<file path="src/rtl/ps2_receiver.sv">
// ps2_receiver: PS/2 keyboard receiver with synchronizers, clock deglitch filter,
// frame FSM with timeout, and break/extended scancode decoding.
module ps2_receiver #(
   parameter int FILTER_LEN     = 8,
   parameter int TIMEOUT_CYCLES = 100000
) (
   input  logic       clk,
   input  logic       rst,
   input  logic       ps2_clk,
   input  logic       ps2_data,
   output logic [7:0] keyboard,
   output logic       valid,
   output logic       extended,
   output logic       frame_err
);
   localparam int FW = $clog2(FILTER_LEN + 1);
   localparam int TW = $clog2(TIMEOUT_CYCLES + 1);

   typedef enum logic [1:0] {IDLE, DATA, PARITY, STOP} state_t;

   logic [1:0]    clk_sync_q, dat_sync_q;
   logic          filt_q, filt_prev_q, filt_d;
   logic [FW-1:0] fcnt_q, fcnt_d;
   logic          mismatch, flip;
   state_t        state_q;
   logic [2:0]    bit_cnt_q;
   logic [7:0]    shift_q;
   logic          par_q, brk_q, ext_q;
   logic [TW-1:0] tmo_q;
   logic [7:0]    keyboard_q;
   logic          valid_q, extended_q, frame_err_q;
   logic          sample, bit_w, par_ok, tmo_hit;

   // The filtered level flips only after FILTER_LEN consecutive disagreeing samples.
   assign mismatch = clk_sync_q[1] != filt_q;
   assign flip     = mismatch && (fcnt_q == FW'(FILTER_LEN - 1));
   assign filt_d   = flip ? ~filt_q : filt_q;
   assign fcnt_d   = (!mismatch || flip) ? '0 : fcnt_q + 1'b1;

   assign sample  = filt_prev_q & ~filt_q;
   assign bit_w   = dat_sync_q[1];
   assign par_ok  = ^{shift_q, par_q};
   assign tmo_hit = tmo_q == TW'(TIMEOUT_CYCLES - 1);

   always_ff @(posedge clk or posedge rst) begin
      if (rst) begin
         clk_sync_q  <= '1;
         dat_sync_q  <= '1;
         filt_q      <= 1'b1;
         filt_prev_q <= 1'b1;
         fcnt_q      <= '0;
      end else begin
         clk_sync_q  <= {clk_sync_q[0], ps2_clk};
         dat_sync_q  <= {dat_sync_q[0], ps2_data};
         filt_q      <= filt_d;
         filt_prev_q <= filt_q;
         fcnt_q      <= fcnt_d;
      end
   end

   always_ff @(posedge clk or posedge rst) begin
      if (rst) begin
         state_q     <= IDLE;
         bit_cnt_q   <= '0;
         shift_q     <= '0;
         par_q       <= 1'b0;
         brk_q       <= 1'b0;
         ext_q       <= 1'b0;
         tmo_q       <= '0;
         keyboard_q  <= '0;
         valid_q     <= 1'b0;
         extended_q  <= 1'b0;
         frame_err_q <= 1'b0;
      end else begin
         valid_q     <= 1'b0;
         frame_err_q <= 1'b0;
         tmo_q       <= (state_q == IDLE || sample) ? '0 : tmo_q + 1'b1;
         if (sample) begin
            case (state_q)
               IDLE: if (!bit_w) begin
                  state_q   <= DATA;
                  bit_cnt_q <= '0;
               end
               DATA: begin
                  shift_q   <= {bit_w, shift_q[7:1]};
                  bit_cnt_q <= bit_cnt_q + 1'b1;
                  if (bit_cnt_q == 3'd7) state_q <= PARITY;
               end
               PARITY: begin
                  par_q   <= bit_w;
                  state_q <= STOP;
               end
               STOP: begin
                  state_q <= IDLE;
                  if (!bit_w || !par_ok) begin
                     frame_err_q <= 1'b1;
                     brk_q       <= 1'b0;
                     ext_q       <= 1'b0;
                  end else if (shift_q == 8'hF0) begin
                     brk_q <= 1'b1;
                  end else if (shift_q == 8'hE0) begin
                     ext_q <= 1'b1;
                  end else if (brk_q) begin
                     brk_q <= 1'b0;
                     ext_q <= 1'b0;
                  end else begin
                     keyboard_q <= shift_q;
                     extended_q <= ext_q;
                     valid_q    <= 1'b1;
                     ext_q      <= 1'b0;
                  end
               end
            endcase
         end else if (state_q != IDLE && tmo_hit) begin
            // Abandon a stalled frame silently; break/ext flags survive.
            state_q   <= IDLE;
            bit_cnt_q <= '0;
            shift_q   <= '0;
         end
      end
   end

   assign keyboard  = keyboard_q;
   assign valid     = valid_q;
   assign extended  = extended_q;
   assign frame_err = frame_err_q;
endmodule

</file>
<file path="config.mk">
export PLATFORM = sky130hd
export DESIGN_NAME = ps2_receiver
export DESIGN_NICKNAME = d
export VERILOG_FILES = /design/src/rtl/ps2_receiver.sv
export SDC_FILE = /design/constraint.sdc
export NUM_CORES = 1
export LEC_CHECK = 0
export CAP_MARGIN = 20
export CORE_UTILIZATION = 53
export DETAILED_ROUTE_END_ITERATION = 16
export GPL_TIMING_DRIVEN = 0
export HOLD_SLACK_MARGIN = 0.02
export PLACE_DENSITY = 0.78
export SLEW_MARGIN = 10
export SYNTH_ARGS = -nofsm -noshare
export SYNTH_HDL_FRONTEND = slang
export SYNTH_SLANG_ARGS = --single-unit
export TNS_END_PERCENT = 50
</file>
<file path="constraint.sdc">
create_clock -name clk -period 2.2 [get_ports clk]
set_input_delay 0.44 -clock clk [delete_from_list [all_inputs] [get_ports clk]]
set_output_delay 0.44 -clock clk [all_outputs]
set_load 0.1 [all_outputs]
</file>
# After elaboration in Yosys (flattened, before gate mapping)
# Cells that the tools add are included.
# word_totals
word_cells	88
inputBits	4
ff_bits	54
output_inout_bits	11
# classes
n_mux	29
addsub	3
n_reduce_logical	19
eq_ne	15
bitwise_logic	6
# ops
op	count
two-way mux 8 bit	3
adder 17 x 1 -> 17 bit, second input constant	1
== test 17 bit, second input constant	1
two-way mux 17 bit	1
== test 8 bit, second input constant	2
two-way mux 1 bit	15
AND reduction 3 bit	4
two-way mux 3 bit	3
inequality test 3 bit, second input constant	3
parity 9 bit	1
two-way mux 2 bit	4
one-hot mux 2 bit (4 select lines)	1
one-hot mux 3 bit (2 select lines)	1
AND reduction 6 bit	1
inverter 1 bit	5
adder 4 x 1 -> 4 bit, second input constant	1
== test 2 bit, second input constant	2
== test 4 x 3 -> 1 bit, second input constant	1
two-way mux 4 bit	1
AND reduction 2 bit	2
nonzero test 2 bit	2
adder 3 x 1 -> 3 bit, second input constant	1
== test 3 bit, second input constant	1
logical NOT 1 bit	3
9 further kinds	12

# Depth between registers and ports, before layout
# logic_depth
depth_word	6
mapped_depth	8
depth_no_buf	7

# Worst setup path before layout
# Ideal clock, no wire load.
# synth_timing
path_kind	flip-flop to flip-flop
start	register shift_q[4]
end	register extended_q (netlist: extended)
setup_time_ps	120
path_stages_with_launch	8
path_slack_ps	84
period_less_slack_ps	2116
t_arrival_ps	1996
required_ps	2080
path_buffers	1
path_cell_list	dfrtp_1 -> buf_6 -> xnor2_2 -> xnor3_2 -> mux2i_1 -> a211oi_2 -> and3b_1 -> a31o_1
# synth_via
elab_chain_len	5
word_cells_on_any_way	9
classes_between	eq/ne: 2; bitwise: 3; reduce/logical: 4
# synth_rtl
element	line	text
start, declared	27	logic [7:0] shift_q;
start signal, assigned	85	shift_q <= {bit_w, shift_q[7:1]};
parity 9 bit	42	assign par_ok = ^{shift_q, par_q};
logical NOT 1 bit	95	if (!bit_w || !par_ok) begin
logical OR 1 bit	95	
inverter 1 bit (no line)	n/a	
AND reduction 6 bit (no line) *	n/a	
end signal, assigned	108	extended_q <= ext_q;
end, declared	31	logic valid_q, extended_q, frame_err_q;
# Every way passes the cells marked *; elsewhere a longest branch is shown, timed or not.
# A chain may end at the register's enable or synchronous reset.

# Worst setup path in the final report
# layout_timing
start	register shift_q[7]
end	register keyboard_q[1] (netlist: keyboard[1])
# layout_via
elab_chain_len	5
word_cells_on_any_way	9
classes_between	eq/ne: 2; bitwise: 3; reduce/logical: 4
# layout_rtl
element	line	text
parity 9 bit	42	
logical NOT 1 bit	95	
logical OR 1 bit	95	
inverter 1 bit (no line)	n/a	
AND reduction 6 bit (no line) *	n/a	
end signal, assigned	107	keyboard_q <= shift_q;
end, declared	30	logic [7:0] keyboard_q;
# Marks and branches as above.

==> summary.txt <==
Status
  – Outcome: finished with violations
  – Failing checks: setup timing

Power and ir drop
  – Static leakage: 0.001419 uW
  – PD cells: 823.8 nW/um^2
  – Worst vdd ir: 0.0005050 V

Setup path
  – R2R Setup Slk: -20 ps
  – Critical path cell sequence: xnor2_2 > xnor3_2 > mux2i_2 > a211oi_1 > a21o_1 > buf_2 > a31o_1
  – Worst r2r path cells: 7
  – Worst EP arrival: 2430 ps
  – Top fanout value on the critical path: 9
  – R2R Path End: keyboard[1]$_DFFE_PP0P_
  – RR Startpoint: shift_q[7]$_DFFE_PP0P_
  – CP peak stage delay: 500 ps
  – Crit. End Element: flop
  – Slowest CP cell: xnor3_2
  – Critical path type: flop to flop
  – Worst Setup SP: shift_q[7]$_DFFE_PP0P_
  – CP Data Required Time: 2410 ps
  – Worst setup SP type: flop

Routing
  – DRC viols: 0
  – Routed wire length: 4.385 mm
  – Post-route ant nets: 0
  – Routed vias/inst: 5.294
  – Via count: 1,763
  – Detailed Routing Iterations Pass 1: 4
  – Initial DRC count: 63
  – DR WL/cell: 13.17 um

Floorplanning
  – Die X: 72.29 um
  – Core area: 4723 um^2
  – Std-Cell Rows: 25
  – Die area: 5226 um^2
  – Die Ht: 72.29 um
  – Starting Density: 55.44%
  – Ports: 15

Synth
  – Mux contribution to synthesized area: 1.672%
  – Sequential element share of the synthesized area: 51.89%
  – Synth Area in XOR/XNOR: 11.61%
  – Yosys warns: 0
  – Ys async rst share: 100.0%
  – Synth Area in Simple Gates: 18.54%
  – Post-synthesis compound-gate area fraction: 8.600%
  – Syn_area_per_cell: 10.78 um^2
  – Syn Inst Count: 243
  – Synthesized area: 2619 um^2
  – EDFF count, synth: 0
  – Ys flop type: dfrtp_1
  – Main combinational cell family by area after synthesis: simple AND/OR/NAND/NOR gates
  – Post-synthesis adder-cell area fraction: 3.822%
  – Netlist cell types: 43
  – FF+latch count, synth: 54
  – Synthesized net count: 255

Placed design
  – HPWL after DPL: 2.969 mm
  – Placed cells: 325
  – Placement Cell Area: 2863 um^2
  – Port Buf Inserts: 14
  – Gp weighted congestion: 0.7807

Global route
  – First-pass GRT wire length: 7.762 mm
  – Initial antenna violation count: 0
  – Total grt overflow: 0
  – Pin count of the biggest net entering global routing: 35
  – GR Util All Layers: 19.74%
  – Vias in the first global route: 1,751

Clocking
  – CTS root buffer: clkbuf_8
  – Clock Sinks: 54
  – TritonCTS Buffers: 5
  – Hold_buf cts: 0
  – CTS H-tree lvls: 2
  – Clock Path Buffers: 2
  – Worst-Skew Late Latency: 310 ps
  – Worst-path clk slew: 100 ps
  – CTS tree: done

Layout
  – Post-route cell area: 3013 um^2
  – Non-Filler Instances: 333
  – P&R area growth vs syn: 15.05%
  – Most frequent cells in the layout: dfrtp_1 (46), nand2_1 (26), nor2_1 (26)
  – # diodes: 0
  – Share of post-route cells with drive strength above 1: 16.54%
  – Final core utilization: 63.79%
  – Final #Nets: 277
  – Fillcell total: 402
  – Commonest non-fill, non-tap cell in the layout: dfrtp_1

Timing
  – Fin Hold WS: 365.3 ps
  – Peak Freq: 451.4 MHz
  – Slew Limit Fails: 0
  – TNS Setup: -58.67 ps
  – RSZ-0062 raised after global routing: yes
  – Final setup viols: 8
  – Tmin final: 2216 ps
  – Hold Fails Final Rpt: 0
  – Final period util: 100.7%
  – Final worst slack: -15.50 ps
  – Clock skew: 9.542 ps
  – Slew headroom: 35.95%
  – Worst Max-Slew Pin Slew: 964.5 ps

Worst hold path
  – Hold path depth: 0
  – Worst hold-check path type: flop to flop
  – Worst Hold Launch: clk_sync_q[0]$_DFF_PP1_
  – Hold Path Sink: clk_sync_q[1]$_DFF_PP1_

Run
  – Maxcap violations: 0
worst max path at each step:
stage                               to  slack (ps)
2_1_floorplan     extended$_DFFE_PP0P_          80
3_3_place_gp       frame_err$_DFF_PP0_        -490
3_5_place_dp   keyboard[7]$_DFFE_PP0P_        -150
4_1_cts        keyboard[7]$_DFFE_PP0P_          10
5_1_grt        keyboard[1]$_DFFE_PP0P_         -70
6_report       keyboard[1]$_DFFE_PP0P_         -20
report_power, final:
| part | internal, uW | total (uW) | switching (uW) |
|---|---|---|---|
| registers | 1100 | 1200 | 101 |
| logic | 334 | 713 | 379 |
| clock network | 230 | 564 | 334 |
| total | 1670 | 2480 | 815 |
repair_timing:
action / in CTS / in global routing
gates resized for setup: 17 / 6
endpoints found under the setup margin: 32 / 9
pin swaps: 2 / 0
setup buffers: 2 / 1
metal layers:
layer / up-vias / share of wire, % / GRT usage (%) / routed length, um
met5: - / 0 / 0 / 0
met4: 0 / 2.3 / 9.368 / 99
met3: 7 / 3.4 / 5.000 / 147
met2: 39 / 49 / 33.33 / 2167
met1: 846 / 45 / 23.71 / 1970
li1: 871 / - / - / -
worst max-delay path: cells and delay by family, from the launching register on:
kind                      cells  cell delay (ps)
xor gates and xnor gates      2              660
AOI/OAI and AO/OA             3              510
DFF                           1              480
muxes                         1              300
buffers and inverters         1              170
registers in the layout, indices dropped and copies added (netlist names):
| name | count |
|---|---|
| brk_q | 1 |
| extended | 1 |
| ext_q | 1 |
| tmo_q | 17 |
| valid | 1 |
| keyboard | 8 |
| bit_cnt_q | 3 |
| par_q | 1 |
| filt_q | 1 |
| dat_sync_q | 2 |
| fcnt_q | 4 |
| filt_prev_q | 1 |
| shift_q | 8 |
| frame_err | 1 |
| clk_sync_q | 2 |
| state_q | 2 |
logic make-up after synthesis:
| logic type | after synthesis |
|---|---|
| fa+ha+maj | 8 |
| compound gates | 32 |
| buf+inv | 22 |
| xor+xnor | 28 |
| mux | 4 |
| simple gates | 95 |
| flops | 54 |
Yosys cell counts (3+ instances only):
library cell	count	share of area, %
a21oi_1	4	0.76
a31o_1	8	2.7
and2_1	3	0.72
and3b_1	8	2.7
buf_2	3	0.57
clkbuf_1	5	0.72
dfrtp_1	48	46
dfstp_2	6	6.0
ha_1	8	3.8
inv_1	11	1.6
mux2_2	3	1.3
nand2_1	26	3.7
nand2b_1	3	0.72
nand3_1	12	2.3
nand4_1	4	0.96
nor2_1	26	3.7
o21ai_0	8	1.5
o31ai_1	3	0.86
xnor2_1	9	3.0
xor2_1	14	4.7
final cells by class:
class                   instances  area, um^2  area share [%]
plain buffers                   8       48.80           1.620
multi-input cells             167        1211           40.20
well taps                      67       83.83           2.782
clock inverters                 3       25.02          0.8306
repair buffers                 18       172.7           5.731
flip-flops and latches         54        1361           45.18
clock buffers                   5       68.82           2.284
inverters                      11       41.29           1.370
per-stage QoR:
stage / worst slack, ps / total power (uW)
2_1_floorplan: 84.35 / 1710
3_3_place_gp: -488.9 / 1825
3_5_place_dp: -146.3 / 1843
4_1_cts: 11.24 / 2445
5_1_grt: -66.12 / 2651
6_report: -15.50 / 2482
Note: power is estimated with default switching activity, not from simulation.
